--- src/rtl/sar_search_if.sv ---
// Comparator-side bundle for the successive-approximation search controller.
// master = the search controller, slave = the comparator/requester side.
interface sar_search_if #(
  parameter int W = 4
);
  logic         start;
  logic         gt;
  logic         eq;
  logic         lt;
  logic [W-1:0] guess;
  logic         busy;
  logic         done;
  logic [W-1:0] result;
  logic         found;
  logic [W-1:0] steps;
  logic         err;

  modport master (
    input  start, gt, eq, lt,
    output guess, busy, done, result, found, steps, err
  );

  modport slave (
    output start, gt, eq, lt,
    input  guess, busy, done, result, found, steps, err
  );
endinterface

--- src/rtl/sar_search.sv ---
// Successive-approximation search controller: drives trial values onto a
// magnitude comparator and recovers the unknown operand one bit per clock.
module sar_search #(
  parameter int W = 4
) (
  input  logic         clk,
  input  logic         rst,
  sar_search_if.master bus
);

  localparam int IW = (W > 2) ? $clog2(W) : 1;
  localparam logic [W-1:0]  LP_ONE  = W'(1);
  localparam logic [W-1:0]  LP_ZERO = W'(0);
  localparam logic [IW-1:0] LP_IDX1 = IW'(1);
  localparam logic [IW-1:0] LP_IDXT = IW'(W - 1);

  typedef enum logic [1:0] {
    ST_IDLE = 2'd0,
    ST_CMP  = 2'd1,
    ST_ERR  = 2'd2
  } state_t;

  state_t        r_state,  w_state_n;
  logic [W-1:0]  r_guess,  w_guess_n;
  logic [W-1:0]  r_acc,    w_acc_n;
  logic [IW-1:0] r_idx,    w_idx_n;
  logic [W-1:0]  r_result, w_result_n;
  logic [W-1:0]  r_steps,  w_steps_n;
  logic          r_found,  w_found_n;
  logic          r_busy,   w_busy_n;
  logic          r_done,   w_done_n;
  logic          r_err,    w_err_n;

  logic          w_onehot;
  logic [W-1:0]  w_keep;

  // Flag validity: exactly one of gt/eq/lt must be set.
  always_comb begin
    w_onehot = 1'b0;
    case ({bus.gt, bus.eq, bus.lt})
      3'b100, 3'b010, 3'b001: w_onehot = 1'b1;
      default:                w_onehot = 1'b0;
    endcase
  end

  // A gt answer keeps the trial bit (acc takes the guess), lt drops it.
  assign w_keep = bus.gt ? r_guess : r_acc;

  // Next-state and datapath update.
  always_comb begin
    w_state_n  = r_state;
    w_guess_n  = r_guess;
    w_acc_n    = r_acc;
    w_idx_n    = r_idx;
    w_result_n = r_result;
    w_steps_n  = r_steps;
    w_found_n  = r_found;
    w_busy_n   = r_busy;
    w_done_n   = 1'b0;
    w_err_n    = r_err;
    case (r_state)
      ST_IDLE, ST_ERR: begin
        if (bus.start) begin
          w_acc_n   = LP_ZERO;
          w_idx_n   = LP_IDXT;
          w_steps_n = LP_ZERO;
          w_guess_n = LP_ONE << (W - 1);
          w_busy_n  = 1'b1;
          w_err_n   = 1'b0;
          w_state_n = ST_CMP;
        end else begin
          w_state_n = r_state;
        end
      end
      ST_CMP: begin
        if (!w_onehot) begin
          // Malformed flags: keep the previous result/found/steps untouched.
          w_busy_n  = 1'b0;
          w_err_n   = 1'b1;
          w_state_n = ST_ERR;
        end else if (bus.eq) begin
          w_steps_n  = r_steps + LP_ONE;
          w_result_n = r_guess;
          w_found_n  = 1'b1;
          w_done_n   = 1'b1;
          w_busy_n   = 1'b0;
          w_state_n  = ST_IDLE;
        end else if (r_idx == '0) begin
          w_steps_n  = r_steps + LP_ONE;
          w_acc_n    = w_keep;
          w_result_n = w_keep;
          w_found_n  = 1'b0;
          w_done_n   = 1'b1;
          w_busy_n   = 1'b0;
          w_state_n  = ST_IDLE;
        end else begin
          w_steps_n = r_steps + LP_ONE;
          w_acc_n   = w_keep;
          w_guess_n = w_keep | (LP_ONE << (r_idx - LP_IDX1));
          w_idx_n   = r_idx - LP_IDX1;
        end
      end
      default: begin
        w_state_n = ST_IDLE;
        w_busy_n  = 1'b0;
      end
    endcase
  end

  // State and output registers.
  always_ff @(posedge clk or posedge rst) begin
    if (rst) begin
      r_state  <= ST_IDLE;
      r_guess  <= '0;
      r_acc    <= '0;
      r_idx    <= '0;
      r_result <= '0;
      r_steps  <= '0;
      r_found  <= 1'b0;
      r_busy   <= 1'b0;
      r_done   <= 1'b0;
      r_err    <= 1'b0;
    end else begin
      r_state  <= w_state_n;
      r_guess  <= w_guess_n;
      r_acc    <= w_acc_n;
      r_idx    <= w_idx_n;
      r_result <= w_result_n;
      r_steps  <= w_steps_n;
      r_found  <= w_found_n;
      r_busy   <= w_busy_n;
      r_done   <= w_done_n;
      r_err    <= w_err_n;
    end
  end

  assign bus.guess  = r_guess;
  assign bus.busy   = r_busy;
  assign bus.done   = r_done;
  assign bus.result = r_result;
  assign bus.found  = r_found;
  assign bus.steps  = r_steps;
  assign bus.err    = r_err;

endmodule

--- src/flat_wrapper.sv ---
// flat-port wrapper written by rule: the top's interface ports become plain ports
module sar_search_flat 
#(
  parameter int W = 4
)
  (clk, rst, bus_start, bus_gt, bus_eq, bus_lt, bus_guess, bus_busy, bus_done, bus_result, bus_found, bus_steps, bus_err);
  sar_search_if #(.W(W)) bus_i ();
  input  logic clk;
  input  logic rst;
  input wire logic [$bits(bus_i.start)-1:0] bus_start;
  input wire logic [$bits(bus_i.gt)-1:0] bus_gt;
  input wire logic [$bits(bus_i.eq)-1:0] bus_eq;
  input wire logic [$bits(bus_i.lt)-1:0] bus_lt;
  output wire logic [$bits(bus_i.guess)-1:0] bus_guess;
  output wire logic [$bits(bus_i.busy)-1:0] bus_busy;
  output wire logic [$bits(bus_i.done)-1:0] bus_done;
  output wire logic [$bits(bus_i.result)-1:0] bus_result;
  output wire logic [$bits(bus_i.found)-1:0] bus_found;
  output wire logic [$bits(bus_i.steps)-1:0] bus_steps;
  output wire logic [$bits(bus_i.err)-1:0] bus_err;
  assign bus_i.start = bus_start;
  assign bus_i.gt = bus_gt;
  assign bus_i.eq = bus_eq;
  assign bus_i.lt = bus_lt;
  assign bus_guess = bus_i.guess;
  assign bus_busy = bus_i.busy;
  assign bus_done = bus_i.done;
  assign bus_result = bus_i.result;
  assign bus_found = bus_i.found;
  assign bus_steps = bus_i.steps;
  assign bus_err = bus_i.err;
  sar_search #(.W(W)) u_core (.clk(clk), .rst(rst), .bus(bus_i));
endmodule
--- config.mk ---
export PLATFORM = sky130hd
export DESIGN_NAME = sar_search_flat
export DESIGN_NICKNAME = d
export VERILOG_FILES = /design/src/rtl/sar_search_if.sv /design/src/rtl/sar_search.sv /design/src/flat_wrapper.sv
export SDC_FILE = /design/constraint.sdc
export NUM_CORES = 1
export LEC_CHECK = 0
export CORE_MARGIN = 2
export CORE_UTILIZATION = 45
export DETAILED_ROUTE_END_ITERATION = 6
export GPL_TIMING_DRIVEN = 0
export PLACE_DENSITY_LB_ADDON = 0.25
export RECOVER_POWER = 100
export SLEW_MARGIN = 5
export SYNTH_ARGS = -nofsm -noshare
export SYNTH_HDL_FRONTEND = slang
export SYNTH_SLANG_ARGS = --single-unit
--- constraint.sdc ---
create_clock -name clk -period 2.18 [get_ports clk]
set_clock_uncertainty 0.05 [all_clocks]
set_input_delay 0.436 -clock clk [delete_from_list [all_inputs] [get_ports clk]]
set_output_delay 0.436 -clock clk [all_outputs]
set_load 0.1 [all_outputs]
==> results.toml, run 1 <==
[cells_and_area]
final_cell_mix = "dfrtp_1, clkbuf_1, nand2_1, o21ai_0, nand3_1"
finalNetCount = 154
drive_gt1_share_pct = 12.1
fillers = 260
design_area_mm2 = 0.00140
final_common_cell = "dfrtp_1"
n_antenna_cell = 0
syn2layout_area_growth_pct = 12.5
final_cells = 172

[clock_network]
cts_buffer_depth = 2
htreeDepth = 1
cts_tree = "built"
root_buffer = "clkbuf_4"
postCtsSetupBuffers = 0
cts_resized = 16
hold_buffers = 0
cts_buffers = 3
clk_pin_slew_worst_paths_ps = 130
clock_latency_ps = 320
numClockSinks = 24

[routing]
avgRoutedWirePerCell_um = 14.5
drc = 0
via_per_inst = 5.52
final_antenna_net_count = 0
dr.pass1.iters = 4
drt_iter0_drc = 30
vias = 949
routed_wl_um = 2490

[timing]
setup_viol = 0
hold_viol = 0
tightest_slew_ps = 1170
hold_ws_ps = 399
period_share_pct = 96.3
timing.fmax_mhz = 476
rsz0062_at_grt = "false"
setup_ws_ps = 79.6
relSlewSlack_pct = 22.5
fin_crit_ps = 2100
slew_viol_final = 0

[power_and_ir_drop]
finalPower_mw = 1.37
swShare_pct = 50.6
p_switching_mw = 0.692
intPower_mw = 0.675
p_leak_nw = 0.617
ir_drop_mv = 0.763
power_frac_seq_pct = 41.2
p_per_area_mw_per_mm2 = 978
p_comb_share_pct = 44.7
clkPwrFrac_pct = 14.1

[min_path]
hp-class = "in -> reg"
min-delay-start = "bus_eq"

[die]
die_area_mm2 = 0.00320
start_util_pct = 46.3
die_x_um = 56.5
fp.coreArea_mm2 = 0.00269
die_h_um = 56.5
pin_count = 22
num_rows = 19

[global_route]
grt_overflow = 0
grt_start_max_net_pins = 25
grt_pass1_vias = 903
antenna_found_initial = 0
grt_usage_pct = 17.1
grt_pass1_wl_um = 4210

[critical_path]
crit_type = "reg -> out"
cp_data_required_time_ps = 1690
cp_slowest_cell = "clkbuf_1"
crit_start = "u_core.bus.steps[0]"
setup.worst_path.end_class = "output port"
cp_cell_sequence = "clkbuf_1"
cp_num_buf_inv = 1
critPathLaunchType = "flop"
worstReg2RegStart = "u_core.r_state[0]"
cp_top_family = "buffers and inverters"
cp_max_fo = 5
max_stage_delay_ps = 880
cp.arrival_ps = 1610

[placement]
port_buffers = 20
placed_cells = 169
placed_area_mm2 = 0.00148
dp_hpwl_um = 1750
gp_congestion = 0.779
pre_cts_ws_ps = -202

[synthesis]
ys_seq_elements = 24
netlist_area_mm2 = 0.00124
synth_area_per_cell_um2 = 10.5
ys_warn_count = 0
syn_nets = 129
yosysUniqueCellTypes = 32
synth_seq_area_share_pct = 48.3
synthCells = 118

[job]
max_cap_viol_count = 0

[outcome]
outcome = "completed"
-- synth_stat cells --
cell / number / area share [%]
o21ai_0: 10 / 4.0
nand2_1: 14 / 4.2
and3_1: 1 / 0.50
o21bai_1: 1 / 0.60
o21ai_2: 1 / 0.71
buf_2: 3 / 1.2
xor2_2: 1 / 1.3
buf_1: 1 / 0.30
o311ai_1: 1 / 0.71
mux2_2: 7 / 6.3
mux2_1: 4 / 3.6
dfrtp_1: 24 / 48
nor4b_2: 1 / 1.2
nor2b_1: 2 / 1.0
a22oi_2: 1 / 1.0
o22ai_1: 1 / 0.50
o31ai_1: 1 / 0.60
ha_1: 5 / 5.0
nor2_1: 3 / 0.91
a31oi_1: 1 / 0.50
nand3_1: 8 / 3.2
mux2i_1: 2 / 1.6
nor3b_1: 1 / 0.60
xnor2_1: 1 / 0.71
inv_1: 6 / 1.8
a22o_1: 2 / 1.4
o32a_1: 1 / 0.81
nor3_1: 3 / 1.2
nor3b_2: 2 / 2.0
o21ai_1: 3 / 1.2
a21oi_1: 3 / 1.2
nand2b_1: 3 / 1.5
-- flip-flops by register name, indices dropped and copies added, names as in the netlist --
name               cells
u_core.r_state         2
u_core.bus.err         1
u_core.bus.steps       4
u_core.bus.result      4
u_core.r_idx           2
u_core.bus.done        1
u_core.bus.found       1
u_core.bus.guess       4
u_core.bus.busy        1
u_core.r_acc           4
-- per-stage QoR --
step / util, % / TNS (ps)
finish: 52.0 / 0
global route: 52.0 / 0
CTS: 55.2 / 0
detailed placement: 55.1 / -913
global placement: 55.1 / -968
floorplan: - / 0
-- power by group through the flow --
stage	clock network, mW	logic (mW)	registers (mW)
2_1_floorplan	0	0.155	0.938
3_3_place_gp	0	0.678	0.568
5_1_grt	0.210	0.645	0.573
4_1_cts	0.198	0.647	0.562
6_report	0.193	0.610	0.564
3_5_place_dp	0	0.682	0.573
-- cell families (layout without fill, tap and decap cells) --
kind of cell | count (synthesis) | after routing | share of synthesized area, %
adders and majority gates | 5 | 5 | 5.04
muxes | 13 | 13 | 11.6
AOI/OAI and AO/OA | 26 | 26 | 13.3
and+or+nand+nor | 38 | 38 | 16.4
DFF | 24 | 24 | 48.3
xor gates and xnor gates | 2 | 2 | 2.01
buffers and inverters | 10 | 33 | 3.32
-- path summary, 6_finish.rpt --
kind                       depth (start not counted)                   to  slack (ps)
max reg2reg                                        5  u_core.bus.guess[3]         340
min                                                2      u_core.r_acc[3]         400
min in group asynchronous                          2      u_core.r_idx[0]         690
min reg2reg                                        2       u_core.bus.err         450
max                                                1         bus_steps[0]          80
max in group asynchronous                          2  u_core.bus.guess[0]         830
-- routing by layer --
layer  vias up  part of all wire (%)  global-route usage (%)
met5         -                     0                       0
met4         0                   1.1                    8.50
met3         4                   3.7                    2.53
met2        16                    48                    26.1
met1       466                    47                    23.7
li1        463                     -                       -
-- area by class of cell --
| cell class | count | area, um^2 | area share, % |
|---|---|---|---|
| sequential | 24 | 601 | 43.0 |
| multi-input combinational | 84 | 596 | 42.6 |
| timing repair buffer | 20 | 100 | 7.16 |
| tap | 31 | 38.8 | 2.78 |
| clock buffer | 3 | 22.5 | 1.61 |
| inverter | 6 | 22.5 | 1.61 |
| buffer | 4 | 17.5 | 1.25 |
No activity file was read; power rests on OpenSTA's default activity.
==> inputs of run 2 (changes only) <==
Settings changed: REMOVE_ABC_BUFFERS from default to 1.
==> run 2 against run 1 <==
Compared with the run above: utilization up 0.79 points; non-clock buffer count down 3; maximum frequency down 0.84%; sequential share of layout area down 0.64 points; critical endpoint unchanged; largest cell class is now multi-input gates; largest power group unchanged; highest routed layer unchanged.
==> results.toml, run 2 (synthesis gave the netlist of run 1 again) <==
[critical_path]
cp_top_family = "buffers and inverters"
rrSetupSlack_ps = 420
cp_cell_sequence = "clkbuf_1"
r2r_cells = 4
cp_max_fo = 5
max_stage_delay_ps = 880
crit_type = "reg -> out"
setup.worst_path.end_class = "output port"
worstReg2RegStart = "u_core.r_state[0]"
cp.arrival_ps = 1630
r2r_end = "u_core.bus.steps[3]"
cp_data_required_time_ps = 1690
critPathLaunchType = "flop"
cp_slowest_cell = "clkbuf_1"
crit_start = "u_core.bus.steps[0]"
cp_num_buf_inv = 1
path_depth = 1
crit_end = "bus_steps[0]"

[placement]
placed_cells = 166
port_buffers = 21
gp_congestion = 0.794
dp_hpwl_um = 1820

[outcome]
outcome = "completed"

[timing]
timing.fmax_mhz = 472
tns_ps = 0
fin_crit_ps = 2120
hold_viol = 0
tightest_slew_ps = 1170
period_share_pct = 97.2
rsz0062_at_grt = "false"
setup_viol = 0
relSlewSlack_pct = 22.5
slew_viol_final = 0

[power_and_ir_drop]
power_frac_seq_pct = 40.9
clkPwrFrac_pct = 14.1
ir_drop_mv = 0.700
swShare_pct = 50.6
p_leak_nw = 0.639
p_per_area_mw_per_mm2 = 971
p_comb_share_pct = 45.0
p_switching_mw = 0.696
intPower_mw = 0.681

[die]
pin_count = 22
die_x_um = 56.5
num_rows = 19
die_h_um = 56.5
start_util_pct = 46.3
die_area_mm2 = 0.00320
fp.coreArea_mm2 = 0.00269

[clock_network]
root_buffer = "clkbuf_4"
postCtsSetupBuffers = 0
cts_buffers = 3
htreeDepth = 1
cts_tree = "built"
hold_buffers = 0
clock_latency_ps = 310
clk_pin_slew_worst_paths_ps = 130
numClockSinks = 24
cts_buffer_depth = 2

[cells_and_area]
fillers = 256
finalNetCount = 151
final_cell_mix = "dfrtp_1, nand2_1, clkbuf_1, o21ai_0, nand3_1"
drive_gt1_share_pct = 13.8
multi_input_area_um2 = 612
syn2layout_area_growth_pct = 14.2
seqCellArea_um2 = 601
n_antenna_cell = 0
final_common_cell = "dfrtp_1"
final_util_pct = 52.8
final_cells = 169

[global_route]
grt_pass1_wl_um = 4270
grt_pass1_vias = 936
antenna_found_initial = 0
grt_usage_pct = 17.3
grt_start_max_net_pins = 25
grt_overflow = 0

[routing]
drt_iter0_drc = 11
avgRoutedWirePerCell_um = 15.0
dr.pass1.iters = 4
final_antenna_net_count = 0
vias = 957
drc = 0
routed_wl_um = 2530
via_per_inst = 5.66

[job]
max_cap_viol_count = 0

[min_path]
hp-class = "reg -> reg"
==> run 2: layout make-up <==
cell class              count  area share [%]
clock buffers               3            1.59
inverters                   6            1.59
multi-input cells          84            43.1
flip-flops and latches     24            42.3
well taps                  31            2.73
repair buffers             21            8.64
==> run 2: how the worst min path moves through the flow <==
| stage | start | cells past startpoint | to |
|---|---|---|---|
| 2_1_floorplan | rst | 1 | u_core.bus.busy |
| 3_3_place_gp | u_core.bus.err | 2 | u_core.bus.err |
| 3_5_place_dp | u_core.bus.err | 2 | u_core.bus.err |
| 4_1_cts | u_core.bus.err | 2 | u_core.bus.err |
| 5_1_grt | u_core.bus.result[0] | 1 | u_core.bus.result[0] |
| 6_report | u_core.bus.err | 2 | u_core.bus.err |
==> run 2: worst min-delay path, cell delays in order, from the launching register on <==
cell	delay (ps)
dfrtp_1	360
nand2_1	40
o21ai_0	60
==> run 2: routing by layer <==
layer | vias up | GRT usage [%] | wire (um)
met5 | - | 0 | 0
met4 | 0 | 8.16 | 61
met3 | 7 | 2.07 | 123
met2 | 21 | 28.6 | 1210
met1 | 468 | 22.5 | 1140
li1 | 461 | - | -
==> run 2: metrics by stage <==
stage               area (um^2)  total power, mW  hold WS (ps)  setup slack [ps]
floorplan                  1220             1.08           401               398
global placement           1470             1.24           410              -333
detailed placement         1470             1.26           427              -354
CTS                        1490             1.42           453              8.81
global route               1420             1.45           469              17.2
finish                     1420             1.38           443              61.9
==> run 2: what timing repair did <==
item	in CTS	in global routing
resized for setup	18	3
endpoints found under the setup margin	18	6
hold endpoints to repair	0	0
==> run 2: power groups by stage <==
stage / clock network [mW] / logic, mW / registers, mW
2_1_floorplan: 0 / 0.146 / 0.938
3_3_place_gp: 0 / 0.675 / 0.569
3_5_place_dp: 0 / 0.681 / 0.575
4_1_cts: 0.204 / 0.650 / 0.563
5_1_grt: 0.221 / 0.654 / 0.576
6_report: 0.195 / 0.620 / 0.563
==> inputs of run 3 (changes only) <==
Settings changed: CORE_UTILIZATION 45 to 51.
==> run 3 against run 2 <==
Compared with the run above: die area decreased by 11%; critical endpoint is now bus_steps[2]; sequential share of layout area is 0.63 points lower; non-clock buffer count unchanged; register-to-register slack lost 80 ps; first-iteration DRC count rose to 3.0 times the previous value; combinational power is essentially flat; highest routed layer unchanged; utilization grew 11 points.
==> results.toml, run 3 (synthesis gave the netlist of run 1 again) <==
[outcome]
outcome = "completed"

[critical_path]
cp_max_fo = 5
setup.worst_path.end_class = "output port"
critPathLaunchType = "flop"
r2r_cells = 4
cp_top_family = "buffers and inverters"
crit_start = "u_core.bus.steps[2]"
cp_slowest_cell = "clkbuf_1"
max_stage_delay_ps = 880
cp_cell_sequence = "clkbuf_1"
r2r_end = "u_core.bus.steps[3]"
crit_end = "bus_steps[2]"
crit_type = "reg -> out"
cp.arrival_ps = 1640
worstReg2RegStart = "u_core.r_state[0]"
cp_num_buf_inv = 1
path_depth = 1
cp_data_required_time_ps = 1690
rrSetupSlack_ps = 340

[min_path]
min_path_cells = 2
min-delay-start = "u_core.bus.err"
hp-class = "reg -> reg"

[placement]
gp_congestion = 0.727
dp_hpwl_um = 1770
port_buffers = 21

[clock_network]
root_buffer = "clkbuf_4"
cts_buffers = 3
clock_latency_ps = 320
cts_tree = "built"
htreeDepth = 1
postCtsSetupBuffers = 0
numClockSinks = 24
cts_buffer_depth = 2
clk_pin_slew_worst_paths_ps = 140

[global_route]
grt_start_max_net_pins = 25
grt_overflow = 0
grt_pass1_vias = 935
grt_pass1_wl_um = 4220
antenna_found_initial = 0
grt_usage_pct = 20.8

[timing]
setup_viol = 0
relSlewSlack_pct = 21.5
tns_ps = 0
tightest_slew_ps = 1180
hold_ws_ps = 441
hold_viol = 0
rsz0062_at_grt = "false"
timing.fmax_mhz = 469
fin_crit_ps = 2130
period_share_pct = 97.7
slew_viol_final = 0

[routing]
drt_iter0_drc = 33
final_antenna_net_count = 0
dr.pass1.iters = 4
drc = 0
avgRoutedWirePerCell_um = 15.6
routed_wl_um = 2610
via_per_inst = 5.65
vias = 944

[cells_and_area]
final_cell_mix = "dfrtp_1, nand2_1, clkbuf_1, o21ai_0, nand3_1"
drive_gt1_share_pct = 12.9
finalNetCount = 151
syn2layout_area_growth_pct = 15.9
n_antenna_cell = 0
final_common_cell = "dfrtp_1"
final_util_pct = 63.9

[die]
fp.coreArea_mm2 = 0.00225
start_util_pct = 55.1
num_rows = 17
pin_count = 22
die_x_um = 53.4
die_h_um = 53.4
die_area_mm2 = 0.00285

[power_and_ir_drop]
ir_drop_mv = 0.771
p_per_area_mw_per_mm2 = 1050
p_leak_nw = 0.652
finalPower_mw = 1.51

[job]
max_cap_viol_count = 0
run 3: final cells by class:
class	count	area, um^2
multi-input cells	84	607
inverters	6	22.5
flip-flops and latches	24	601
clock buffers	3	22.5
clock inverters	1	30.0
well taps	28	35.0
repair buffers	21	123
fillers	209	815
run 3: repair_timing:
item                       in CTS  in global routing
hold buffers                    0                  0
setup endpoints to repair      17                  6
gates resized for setup        17                  3
run 3: how the worst min path moves through the flow:
| stage | end |
|---|---|
| after detailed placement | u_core.bus.err |
| after floorplan | u_core.bus.busy |
| after global placement | u_core.bus.err |
| final | u_core.bus.err |
| after CTS | u_core.bus.err |
| after global routing | u_core.bus.result[0] |
run 3: per-stage QoR:
stage               cell area (um^2)  setup slack (ps)  cells
finish                          1440              49.9    167
global route                    1440              9.83    167
CTS                             1510              28.5    167
detailed placement              1470              -383    163
global placement                1470              -323    163
floorplan                       1220               398    114
run 3: power by group:
part / total (mW) / switching, mW / internal (mW) / leakage [nW]
Combinational: 0.622 / 0.515 / 0.106 / 0.320
Clock: 0.328 / 0.142 / 0.186 / 0.0279
Sequential: 0.563 / 0.0535 / 0.510 / 0.305
run 3: metal layers:
metal  track usage, %  share of wire (%)
met5                0                  0
met1             25.9                 46
met4             9.40                1.7
met2             35.4                 47
met3             2.82                4.3
